File: src/rtl/regfile_cmd_ctrl.sv
// Byte-command sequencer between the UART RX/TX paths and the config register file.
// Optional burst read (opcode CC) is built in when REGFILE_CMD_BURST_EN is defined.
module regfile_cmd_ctrl #(
  parameter int DATA_WIDTH     = 8,
  parameter int ADDR_WIDTH     = 4,
  parameter int RF_DEPTH       = 8,
  parameter int TIMEOUT_CYCLES = 1000,
  parameter logic [DATA_WIDTH-1:0] ERR_BYTE = 8'hEE
) (
  input  logic                  CLK,
  input  logic                  RST,
  input  logic [DATA_WIDTH-1:0] RX_DATA,
  input  logic                  RX_VLD,
  output logic                  RF_WrEn,
  output logic                  RF_RdEn,
  output logic [ADDR_WIDTH-1:0] RF_Address,
  output logic [DATA_WIDTH-1:0] RF_WrData,
  input  logic [DATA_WIDTH-1:0] RF_RdData,
  input  logic                  RF_RdData_Valid,
  output logic [DATA_WIDTH-1:0] TX_DATA,
  output logic                  TX_VLD,
  input  logic                  TX_BUSY,
  output logic                  CTRL_BUSY
);

  localparam logic [DATA_WIDTH-1:0] OP_WR = DATA_WIDTH'(8'hAA);
  localparam logic [DATA_WIDTH-1:0] OP_RD = DATA_WIDTH'(8'hBB);
  localparam logic [DATA_WIDTH-1:0] DEPTH_D = DATA_WIDTH'(RF_DEPTH);
  localparam logic [15:0] TMO_LIM = 16'(TIMEOUT_CYCLES);

  localparam logic [3:0] S_IDLE     = 4'd0;
  localparam logic [3:0] S_WR_ADDR  = 4'd1;
  localparam logic [3:0] S_WR_DATA  = 4'd2;
  localparam logic [3:0] S_RD_ADDR  = 4'd3;
  localparam logic [3:0] S_RD_ISSUE = 4'd4;
  localparam logic [3:0] S_RD_WAIT  = 4'd5;
  localparam logic [3:0] S_TX_SEND  = 4'd6;
`ifdef REGFILE_CMD_BURST_EN
  localparam logic [3:0] S_BR_ADDR  = 4'd7;
  localparam logic [3:0] S_BR_CNT   = 4'd8;
  localparam logic [DATA_WIDTH-1:0] OP_BR = DATA_WIDTH'(8'hCC);
  localparam int CW = $clog2(RF_DEPTH + 1);
  localparam logic [CW-1:0] DEPTH_C = CW'(RF_DEPTH);
  localparam logic [ADDR_WIDTH-1:0] LAST_A = ADDR_WIDTH'(RF_DEPTH - 1);
`endif

  logic [3:0]            state_q, state_d;
  logic [ADDR_WIDTH-1:0] addr_q, addr_d;
  logic                  oor_q, oor_d;
  logic                  wr_en_q, wr_en_d;
  logic                  rd_en_q, rd_en_d;
  logic [ADDR_WIDTH-1:0] rf_addr_q, rf_addr_d;
  logic [DATA_WIDTH-1:0] wr_data_q, wr_data_d;
  logic [DATA_WIDTH-1:0] tx_data_q, tx_data_d;
  logic                  tx_vld_q, tx_vld_d;
  logic                  busy_q, busy_d;
  logic [15:0]           tmo_q, tmo_d;
  logic                  in_frame;
`ifdef REGFILE_CMD_BURST_EN
  logic [CW-1:0]         cnt_q, cnt_d;
  logic [ADDR_WIDTH-1:0] next_addr;
`endif

  always_comb begin
    in_frame = (state_q == S_WR_ADDR) || (state_q == S_WR_DATA)
            || (state_q == S_RD_ADDR);
`ifdef REGFILE_CMD_BURST_EN
    in_frame = in_frame || (state_q == S_BR_ADDR) || (state_q == S_BR_CNT);
    // Out-of-range bursts never walk into the valid window.
    if (oor_q)
      next_addr = addr_q;
    else if (addr_q == LAST_A)
      next_addr = '0;
    else
      next_addr = addr_q + ADDR_WIDTH'(1);
`endif
  end

  always_comb begin
    state_d   = state_q;
    addr_d    = addr_q;
    oor_d     = oor_q;
    wr_en_d   = 1'b0;
    rd_en_d   = 1'b0;
    rf_addr_d = rf_addr_q;
    wr_data_d = wr_data_q;
    tx_data_d = tx_data_q;
    tx_vld_d  = tx_vld_q;
    tmo_d     = '0;
`ifdef REGFILE_CMD_BURST_EN
    cnt_d     = cnt_q;
`endif
    unique case (state_q)
      S_IDLE: begin
        if (RX_VLD) begin
          unique case (1'b1)
            (RX_DATA == OP_WR): state_d = S_WR_ADDR;
            (RX_DATA == OP_RD): state_d = S_RD_ADDR;
`ifdef REGFILE_CMD_BURST_EN
            (RX_DATA == OP_BR): state_d = S_BR_ADDR;
`endif
            default: state_d = S_IDLE;
          endcase
        end
      end
      S_WR_ADDR: begin
        if (RX_VLD) begin
          addr_d  = RX_DATA[ADDR_WIDTH-1:0];
          oor_d   = (RX_DATA >= DEPTH_D);
          state_d = S_WR_DATA;
        end
      end
      S_WR_DATA: begin
        if (RX_VLD) begin
          if (!oor_q) begin
            wr_en_d   = 1'b1;
            rf_addr_d = addr_q;
            wr_data_d = RX_DATA;
          end
          state_d = S_IDLE;
        end
      end
      S_RD_ADDR: begin
        if (RX_VLD) begin
          addr_d  = RX_DATA[ADDR_WIDTH-1:0];
          oor_d   = (RX_DATA >= DEPTH_D);
`ifdef REGFILE_CMD_BURST_EN
          cnt_d   = CW'(1);
`endif
          state_d = S_RD_ISSUE;
        end
      end
`ifdef REGFILE_CMD_BURST_EN
      S_BR_ADDR: begin
        if (RX_VLD) begin
          addr_d  = RX_DATA[ADDR_WIDTH-1:0];
          oor_d   = (RX_DATA >= DEPTH_D);
          state_d = S_BR_CNT;
        end
      end
      S_BR_CNT: begin
        if (RX_VLD) begin
          if (RX_DATA == '0) begin
            state_d = S_IDLE;
          end else begin
            cnt_d   = (RX_DATA > DEPTH_D) ? DEPTH_C : RX_DATA[CW-1:0];
            state_d = S_RD_ISSUE;
          end
        end
      end
`endif
      S_RD_ISSUE: begin
        if (!oor_q) begin
          rd_en_d   = 1'b1;
          rf_addr_d = addr_q;
          state_d   = S_RD_WAIT;
        end else begin
          tx_data_d = ERR_BYTE;
          tx_vld_d  = 1'b1;
          state_d   = S_TX_SEND;
        end
      end
      S_RD_WAIT: begin
        if (RF_RdData_Valid) begin
          tx_data_d = RF_RdData;
          tx_vld_d  = 1'b1;
          state_d   = S_TX_SEND;
        end
      end
      S_TX_SEND: begin
        if (tx_vld_q && !TX_BUSY) begin
          tx_vld_d = 1'b0;
`ifdef REGFILE_CMD_BURST_EN
          cnt_d    = cnt_q - CW'(1);
          if (cnt_q > CW'(1)) begin
            addr_d  = next_addr;
            state_d = S_RD_ISSUE;
          end else begin
            state_d = S_IDLE;
          end
`else
          state_d  = S_IDLE;
`endif
        end
      end
      default: state_d = S_IDLE;
    endcase
    // Idle gap inside a frame; any accepted byte restarts the count.
    if (in_frame && !RX_VLD) begin
      tmo_d = tmo_q + 16'd1;
      if (tmo_d == TMO_LIM) begin
        state_d = S_IDLE;
        tmo_d   = '0;
      end
    end
    busy_d = (state_d != S_IDLE);
  end

  always_ff @(posedge CLK or negedge RST) begin
    if (!RST) begin
      state_q   <= S_IDLE;
      addr_q    <= '0;
      oor_q     <= 1'b0;
      wr_en_q   <= 1'b0;
      rd_en_q   <= 1'b0;
      rf_addr_q <= '0;
      wr_data_q <= '0;
      tx_data_q <= '0;
      tx_vld_q  <= 1'b0;
      busy_q    <= 1'b0;
      tmo_q     <= '0;
`ifdef REGFILE_CMD_BURST_EN
      cnt_q     <= '0;
`endif
    end else begin
      state_q   <= state_d;
      addr_q    <= addr_d;
      oor_q     <= oor_d;
      wr_en_q   <= wr_en_d;
      rd_en_q   <= rd_en_d;
      rf_addr_q <= rf_addr_d;
      wr_data_q <= wr_data_d;
      tx_data_q <= tx_data_d;
      tx_vld_q  <= tx_vld_d;
      busy_q    <= busy_d;
      tmo_q     <= tmo_d;
`ifdef REGFILE_CMD_BURST_EN
      cnt_q     <= cnt_d;
`endif
    end
  end

  assign RF_WrEn    = wr_en_q;
  assign RF_RdEn    = rd_en_q;
  assign RF_Address = rf_addr_q;
  assign RF_WrData  = wr_data_q;
  assign TX_DATA    = tx_data_q;
  assign TX_VLD     = tx_vld_q;
  assign CTRL_BUSY  = busy_q;

endmodule

File: config.mk
export PLATFORM = sky130hd
export DESIGN_NAME = regfile_cmd_ctrl
export DESIGN_NICKNAME = d
export VERILOG_FILES = /design/src/rtl/regfile_cmd_ctrl.sv
export SDC_FILE = /design/constraint.sdc
export NUM_CORES = 1
export LEC_CHECK = 0
export BUFFER_PORTS_ARGS = -buffer_cell sky130_fd_sc_hd__clkbuf_2
export CAP_MARGIN = 10
export CORE_MARGIN = 1
export CORE_UTILIZATION = 59
export CTS_CLUSTER_SIZE = 30
export DETAILED_ROUTE_END_ITERATION = 10
export PLACE_DENSITY_LB_ADDON = 0.1
export SYNTH_ARGS = -nofsm -noshare
export SYNTH_HDL_FRONTEND = slang
export SYNTH_SLANG_ARGS = --single-unit
export TNS_END_PERCENT = 100
File: constraint.sdc
create_clock -name CLK -period 6.36 [get_ports CLK]
set_input_delay 0.636 -clock CLK [delete_from_list [all_inputs] [get_ports CLK]]
set_output_delay 0.636 -clock CLK [all_outputs]
set_load 0.01 [all_outputs]
# [After elaboration in Yosys (flattened, before gate mapping)]
# Cells that the tools add are included.
[op_classes] addsub=1 order_cmp=1 n_eq_ne=13 mux=27 bitwise_logic=1 reduce_logical=17
[ops] cell="2-to-1 mux 4 bit" count=10
[ops] cell="2-to-1 mux 16 bit" count=2
[ops] cell="case mux 4 bit (7 select lines)" count=1
[ops] cell="adder 16 x 1 -> 16 bit, second input constant" count=1
[ops] cell="equality test 16 x 10 -> 1 bit, second input constant" count=1
[ops] cell="equality test 8 bit, second input constant" count=2
[ops] cell="2-to-1 mux 8 bit" count=2
[ops] cell="case mux 8 bit (2 select lines)" count=1
[ops] cell="equality test 4 x 3 -> 1 bit, second input constant" count=3
[ops] cell="equality test 4 x 2 -> 1 bit, second input constant" count=2
[ops] cell=">= comparator 8 x 4 -> 1 bit, second input constant" count=1
[ops] cell="inequality test 2 bit, second input constant" count=4
[ops] cell="case mux 4 bit (2 select lines)" count=1
[ops] cell="2-to-1 mux 1 bit" count=7
[ops] cell="AND reduction 3 bit" count=2
[ops] cell="equality test 4 x 1 -> 1 bit, second input constant" count=1
[ops] cell="zero test 4 bit" count=1
[ops] cell="case mux 2 bit (2 select lines)" count=1
[ops] cell="AND reduction 2 bit" count=2
[ops] cell="AND reduction 4 bit" count=1
[ops] cell="nonzero test 2 bit" count=2
[ops] cell="nonzero test 4 bit" count=1
[ops] cell="case mux 1 bit (3 select lines)" count=1
[ops] cell="nonzero test 3 bit" count=1
[ops] cell="6 further kinds" count=9
[word_totals] reg_bits=49 in_bits=21 output_inout_bits=24 wordCells=71

# [Longest topological paths before layout]
# Gate-level depths: netlist (run 1).
[depth] ltp_word=7 depth_mapped=7

# [Worst setup path after synthesis (run 1)]
# Ideal clock, no wire load.
[synth_timing] path_kind="reg2reg" from="reg tmo_q[0]" to="reg tmo_q[1]" arrival_time_ns=1.952 slack_ns=4.265 stages_incl_launch_ff=8 path_cell_list="dfrtp_1 > ha_1 > clkbuf_1 > nand3_1 > o31ai_1 > nand4_1 > a2111oi_4 > nor3b_1"
[synth_between] elab_chain_len=4
[synth_lines] item="from (decl)" line="57" text="logic [15:0] tmo_q, tmo_d;"
[synth_lines] item="from (signal assigned)" line="226" text="tmo_q <= tmo_d;"
[synth_lines] item="adder 16 x 1 -> 16 bit (*)" line="190" text="tmo_d = tmo_q + 16'd1;"
[synth_lines] item="equality test 16 x 10 -> 1 bit" line="191" text="if (tmo_d == TMO_LIM) begin"
[synth_lines] item="2-to-1 mux 16 bit (*)" line="191"
[synth_lines] item="2-to-1 mux 16 bit (*)" line="189" text="if (in_frame && !RX_VLD) begin"
[synth_lines] item="net tmo_d[1]" line="57"
# The timed path passes the listed nets; every way through them passes the cells marked *.
# A chain may end at the register's enable or synchronous reset.

# [Worst setup path in the final report (run 1)]
[layout_timing] from="reg tmo_q[0]" to="reg tmo_q[7]"
# Same word-level chain as after synthesis.

==> impl_results.md, run 1 <==
* Layout cells sized above 1 at 0.288
* Pre-Repair DR Iteration Count at 4
* Worst Path Required at 6.53 ns
* Max frequency at 409 MHz
* Count of final setup violators at 0
* Power, Total at 0.000679 W
* Core Util, Final at 0.729
* Row count at 22
* GRT Total Usage at 0.246
* Maximum VDD drop at 162 uV
* Area of the die at 4290 um^2
* Run status: completed
* Avg Synthesized Cell Area at 10.8 um^2
* Peak per-stage delay on the critical path at 0.61 ns
* Synth-to-Final Area Change at 15.6%
* Main flop type after synthesis: dfrtp_1
* Yosys warns at 0
* Post-synth ARST share at 1.00
* CTS Buf Count at 5
* Crit-path cells: ha_1 > nand3_1 > o31ai_1 > nand4_1 > a2111oi_4 > nor3_1
* Residual DRC count at 0
* Cts repair resizes at 0
* Pint at 0.000513 W
* Setup_tns at 0 ns
* Clock latency on the worst-skew pair at 0.30 ns
* Normalized max-slew margin at 0.596
* Vias per inst at 5.90
* Core area at 3770 um^2
* Worst-path clk slew at 0.09 ns
* Max clock buf depth at 2
* First-pass GRT wire length at 8010 um
* Die Width at 65.5 um
* Placed Cells at 304
* Worst setup margin at 3.92 ns
* Root buf cell: clkbuf_8
* Clk pwr share at 0.342
* Worst Reg-to-Reg Cells at 6
* PwrDens at 247 nW/um^2
* NetSw at 0.000167 W
* Bufs and invs on worst path at 0
* TritonCTS clock tree: done
* Setup bufs post-CTS at 0
* Synth cell types at 47
* Nature of the critical path startpoint: flip-flop
* Skew final at 0.00633 ns
* IO Count at 45
* Most common cell after layout, fill and taps aside: dfrtp_1
* Setup Crit Path Kind: reg -> reg
* Largest net degree at the start of global routing at 50
* Grt total ovfl at 0
* Sequential area share after synthesis at 0.515
* NumNets Final at 285
* Synth Instances at 220
* Crit path time final at 2.44 ns
* Mapped Nets at 242
* Yosys top cell area share at 0.515
* Worst-path fanout max at 8
* Area contributors post-synth: dfrtp_1, mux2_2, xnor2_1, nand2_1, nor2_1
* Post-CTS Hold Buffers at 0
* CP endpoint kind: flip-flop
* Fillers at 282
* Leakage at 1.26 nW
* Port Buffers at 44
* Max-Cap Viols at 0
* Vias in the first global route at 1676
* Worst EP arrival at 2.61 ns
* Post-DRT Antenna Nets at 0
* Routed wire length at 4740 um
* Worst Tran Pin Value at 0.600 ns
* Initial antenna violation count at 0
* Hold Fails Final Rpt at 0
* Initial Utilization at 0.631
* Most frequent cells in the layout: dfrtp_1, clkbuf_2, mux2_2, nand2_1, nor2_1
* Mapped Area at 2380 um^2
* Area leader, netlist: dfrtp_1
* Post-Place Setup Slack at 3.96 ns
* Cell family with most CP delay: compound AO/OA/AOI/OAI gates
* Sw Ratio at 0.245
* Number of synthesized flops with an enable pin at 0
* Max-slew violations at 0
* Comb pwr share at 0.136
* Reg power frac at 0.522
* Min-delay worst type: in -> async
* Unrepaired setup endpoints after global routing: false
* GP Congestion at 0.891
* WP depth at 6
* Die height at 65.5 um
* Finished Layout Cells at 312
* Slowest cell on crit path: a2111oi_4
* Vias at 1840
* Final Cycle Share at 0.384
* Avg WL per Cell at 15.2 um
* Number of synthesized register bits at 49
* Initial DRC Count at 158
* Clock Sinks at 49
* Clock H-tree levels at 2
* ANT cells at 0
* DP HPWL at 3360 um
[layout make-up]
type | instances | area, um^2 | share of cell area
Clock buffer | 6 | 82.6 | 0.0300
Clock inverter | 2 | 37.5 | 0.0136
Inverter | 4 | 15.0 | 0.00546
Multi-Input combinational cell | 157 | 1090 | 0.398
Sequential cell | 49 | 1230 | 0.446
Tap cell | 48 | 60.1 | 0.0218
Timing Repair Buffer | 46 | 235 | 0.0855
[metal layers]
metal	vias to the layer above	part of all wire	track usage
met3	10	0.061	0.0521
li1	892	-	-
met2	72	0.46	0.370
met4	0	0.015	0.0652
met1	866	0.46	0.362
met5	-	0	0
[power groups by stage]
stage	registers, W	logic [W]	clock network (W)
6_report	0.000355	0.0000922	0.000232
2_1_floorplan	0.000371	0.0000358	0
5_1_grt	0.000358	0.000102	0.000249
4_1_cts	0.000355	0.0000939	0.000235
3_3_place_gp	0.000360	0.0000909	0
3_5_place_dp	0.000361	0.0000932	0
[sequential cells by signal, summed over array words and instances, names as in the netlist]
register    count
addr_q          4
oor_q           1
tmo_q          16
RF_RdEn         1
state_q         4
CTRL_BUSY       1
TX_DATA         8
RF_WrData       8
RF_WrEn         1
RF_Address      4
TX_VLD          1
[cell families after synthesis]
group	synth area share
buf+inv	0.0252
compound gates	0.122
other cells	0.00158
xor+xnor	0.0478
fa+ha+maj	0.00526
simple gates	0.190
flops	0.515
mux	0.0931
[Yosys cell counts, drive strengths merged, types with 2 or more instances]
master  count
a211oi      2
a21oi       6
a31oi       4
and2        2
buf         3
clkbuf      7
dfrtp      49
inv         4
mux2       17
mux2i       3
nand2      14
nand2b      5
nand3       9
nand4       6
nor2       14
nor2b       6
nor3       10
nor3b       2
nor4        7
o21ai       6
o22a        6
o31ai       3
or2         2
or3         2
xnor2       7
xor2        6
[final timing paths]
| check | startpoint | end | slack (ns) |
|---|---|---|---|
| min reg2reg | addr_q[1]$_DFFE_PN0P_ | RF_Address[1]$_DFFE_PN0P_ | 0.51 |
| max in group asynchronous | RST | tmo_q[10]$_DFF_PN0_ | 5.54 |
| min in group CLK | addr_q[1]$_DFFE_PN0P_ | RF_Address[1]$_DFFE_PN0P_ | 0.51 |
| max | tmo_q[0]$_DFF_PN0_ | tmo_q[7]$_DFF_PN0_ | 3.92 |
| max reg2reg | tmo_q[0]$_DFF_PN0_ | tmo_q[7]$_DFF_PN0_ | 3.92 |
| min | RST | tmo_q[3]$_DFF_PN0_ | 0.42 |
[per-stage QoR]
stage,instance area [um^2],hold slack [ns]
after floorplan,2380,0.340
after global placement,2630,0.487
after detailed placement,2630,0.492
after CTS,2750,0.440
after global routing,2750,0.473
final,2750,0.419
Note: power is estimated with default switching activity, not from simulation.
==> inputs of run 2 (changes only) <==
--- a/config.mk
+++ b/config.mk
@@ -5,10 +5,11 @@
 export SDC_FILE = /design/constraint.sdc
 export NUM_CORES = 1
 export LEC_CHECK = 0
+export ABC_AREA = 1
 export BUFFER_PORTS_ARGS = -buffer_cell sky130_fd_sc_hd__clkbuf_2
 export CAP_MARGIN = 10
 export CORE_MARGIN = 1
-export CORE_UTILIZATION = 59
+export CORE_UTILIZATION = 49
 export CTS_CLUSTER_SIZE = 30
 export DETAILED_ROUTE_END_ITERATION = 10
 export PLACE_DENSITY_LB_ADDON = 0.1
==> constraint.sdc (replaced) <==
create_clock -name CLK -period 2.2 [get_ports CLK]
set_input_delay 0.22 -clock CLK [delete_from_list [all_inputs] [get_ports CLK]]
set_output_delay 0.22 -clock CLK [all_outputs]
set_load 0.01 [all_outputs]
==> run 2 against run 1 <==
Compared with the run above: via count grew 8.2%; global-route usage shrank 4.0 points; critical endpoint is now tmo_q[6]$_DFF_PN0_; utilization shrank 11 points; die area grew 19%; flip-flop and latch count is the same; design area grew 1.3%; register-to-register slack lost 3.6 ns; clock skew grew 0.00096 ns; worst hold slack lost 0.42 ns.
==> impl_results.md, run 2 <==
* Global-route track usage on met2 at 0.329
* Synth cell types at 30
* Post-synth ARST share at 1.00
* Peak per-stage delay on the critical path at 0.40 ns
* Fillers at 426
* Run status: completed
* NumNets Final at 369
* Main combinational cell family by area after synthesis: simple AND/OR/NAND/NOR gates
* Max frequency at 541 MHz
* Met1 Resource Use GR at 0.276
* Largest net degree at the start of global routing at 50
* DP HPWL at 3450 um
* Post-synthesis simple-gate area fraction at 0.311
* Clock latency on the worst-skew pair at 0.30 ns
* Max clock buf depth at 2
* Normalized max-slew margin at 0.599
* First-pass GRT wire length at 8200 um
* Min-delay worst type: in -> async
* Port Buffers at 44
* GRT Total Usage at 0.206
* Grt total ovfl at 0
* Main flop type after synthesis: dfrtp_1
* Initial antenna violation count at 0
* Setup_tns at 0 ns
* IO Count at 45
* Pre-Repair DR Iteration Count at 4
* Post-CTS Hold Buffers at 0
* Core area at 4500 um^2
* Count of final setup violators at 0
* Vias in the first global route at 1861
* Maximum VDD drop at 432 uV
* Initial Utilization at 0.524
* Worst Path Required at 2.38 ns
* Max-slew violations at 0
* Area leader, netlist: dfrtp_1
* Hold Fails Final Rpt at 0
* CP endpoint kind: flip-flop
* Most common cell in the netlist: nand2_1
* Final Cycle Share at 0.840
* XOR/XNOR share of the synthesized area at 0.00371
* Mapped Nets at 318
* PwrDens at 776 nW/um^2
* Yosys warns at 0
* Post-DRT Antenna Nets at 0
* Row count at 24
* Area of the die at 5100 um^2
* Slowest cell on crit path: dfrtp_1
* Number of synthesized register bits at 49
* GR Layer Usage met3 at 0.0450
* Mapped Area at 2360 um^2
* Routed wire length at 4660 um
* Worst-path fanout max at 8
* Nature of the critical path startpoint: flip-flop
* Register name with the most flops: tmo_q
* TritonCTS clock tree: done
* Post-synth top cells: nand2_1, dfrtp_1, inv_1
* Synth-to-Final Area Change at 18.0%
* Worst EP arrival at 2.02 ns
* Multiplexer area fraction after synthesis at 0
* Worst Tran Pin Value at 0.602 ns
* Clock H-tree levels at 2
* Placed Cells at 392
* Vias per inst at 4.98
* Area contributors post-synth: dfrtp_1, nand2_1, inv_1, nor2_1, o21ai_0
* Clock Sinks at 49
* Worst Reg-to-Reg Cells at 12
* Yosys top cell area share at 0.519
* Post-synthesis compound-gate area fraction at 0.0933
* GP Congestion at 0.797
* Vias at 1991
* Die height at 71.4 um
* ANT cells at 0
* Finished Layout Cells at 400
* Layout cells sized above 1 at 0.204
* Unrepaired setup endpoints after global routing: false
* Max FFs per register at 16
* Most frequent cells in the layout: nand2_1, dfrtp_1, clkbuf_2, inv_1, nor2_1
* Sequential area share after synthesis at 0.519
* Max-Cap Viols at 0
* Root buf cell: clkbuf_8
* Leakage at 1.39 nW
* Setup Crit Path Kind: reg -> reg
* CTS Buf Count at 5
* Cts repair resizes at 0
* Adder-cell share of the synthesized area at 0.00530
* Crit path time final at 1.85 ns
* Initial DRC Count at 79
* Setup bufs post-CTS at 0
* Worst-path clk slew at 0.09 ns
* Avg Synthesized Cell Area at 7.98 um^2
* Most common cell after layout, fill and taps aside: nand2_1
* Number of synthesized flops with an enable pin at 0
* Synth Instances at 296
* Die Width at 71.4 um
* Most Crowded Layer GR: met2
* Avg WL per Cell at 11.6 um
* Most used cell, CP: nand2_1
* Crit-path cells: ha_1 > nand3_2 > nor2_4 > nand2_1 > nand2_1 > nand2_1 > nor2_1 > nand2_1 > nor2_2 > nand2_1 > nand2_2 > a21oi_1
* Residual DRC count at 0
* Skew final at 0.00729 ns
==> run 2: cell types whose count changed in the layout (fill, tap and decap cells not counted), sizes merged, moves of 6 or more <==
cell	delta
nand2	+81
inv	+35
nor2	+21
o21ai	+19
mux2	-17
xnor2	-7
nand3	+6
nor2b	-6
nor4	-6
o22a	-6
==> run 2: critical path: cells and delay by family, from the launching register on <==
family / cells / cell delay (ns)
and+or+nand+nor: 10 / 1.03
DFF: 1 / 0.40
AOI/OAI and AO/OA: 1 / 0.07
adders and majority gates: 1 / 0.22
==> run 2: per-layer routing <==
| layer | vias up | part of all wire |
|---|---|---|
| met5 | - | 0 |
| met4 | 0 | 0.018 |
| met3 | 11 | 0.037 |
| met2 | 39 | 0.47 |
| met1 | 897 | 0.48 |
| li1 | 1044 | - |
==> run 2: cells by family (layout without fill, tap and decap cells) <==
| group | count (synthesis) | count (layout) |
|---|---|---|
| adders and majority gates | 1 | 1 |
| xor gates and xnor gates | 1 | 1 |
| DFF | 49 | 49 |
| buffers and inverters | 41 | 93 |
| and+or+nand+nor | 163 | 163 |
| other | 1 | 1 |
| AOI/OAI and AO/OA | 40 | 40 |
==> run 2: area by class of cell <==
type                    count  area, um^2  area share
clock inverters             3        65.1      0.0233
inverters                  39         146      0.0525
clock buffers               5        68.8      0.0247
multi-input cells         206         980       0.352
repair buffers             46         235      0.0844
flip-flops and latches     49        1230       0.440
well taps                  52        65.1      0.0233
==> run 2: power by group <==
group          total (W)  internal, W  leakage [nW]  switching [W]
clock           0.000741     0.000451        0.0681       0.000290
sequential       0.00109      0.00103         0.635      0.0000681
combinational   0.000328     0.000135         0.683       0.000193
==> run 2: final timing paths <==
kind                                                  to  slack (ns)                startpoint
worst min-delay path                  tmo_q[4]$_DFF_PN0_       0.002                       RST
max in group asynchronous             TX_VLD$_DFFE_PN0P_        1.78                       RST
worst min register to register  RF_WrData[1]$_DFFE_PN0P_        0.47  RF_WrData[1]$_DFFE_PN0P_
worst max register to register        tmo_q[6]$_DFF_PN0_        0.35        tmo_q[0]$_DFF_PN0_
worst max-delay path                  tmo_q[6]$_DFF_PN0_        0.35        tmo_q[0]$_DFF_PN0_
min in group CLK                  TX_DATA[4]$_DFFE_PN0P_        0.16              RF_RdData[4]
==> run 2: metrics by stage <==
step	utilization	instance area (um^2)	power [W]	worst slack, ns	hold WS (ns)
floorplan	-	2360	0.00127	0.583	-0.0756
global placement	0.589	2650	0.00144	0.463	0.366
detailed placement	0.589	2650	0.00144	0.363	0.361
CTS	0.619	2790	0.00220	0.351	0.0294
global route	0.619	2790	0.00229	0.110	0.0612
finish	0.619	2790	0.00216	0.353	0.00226
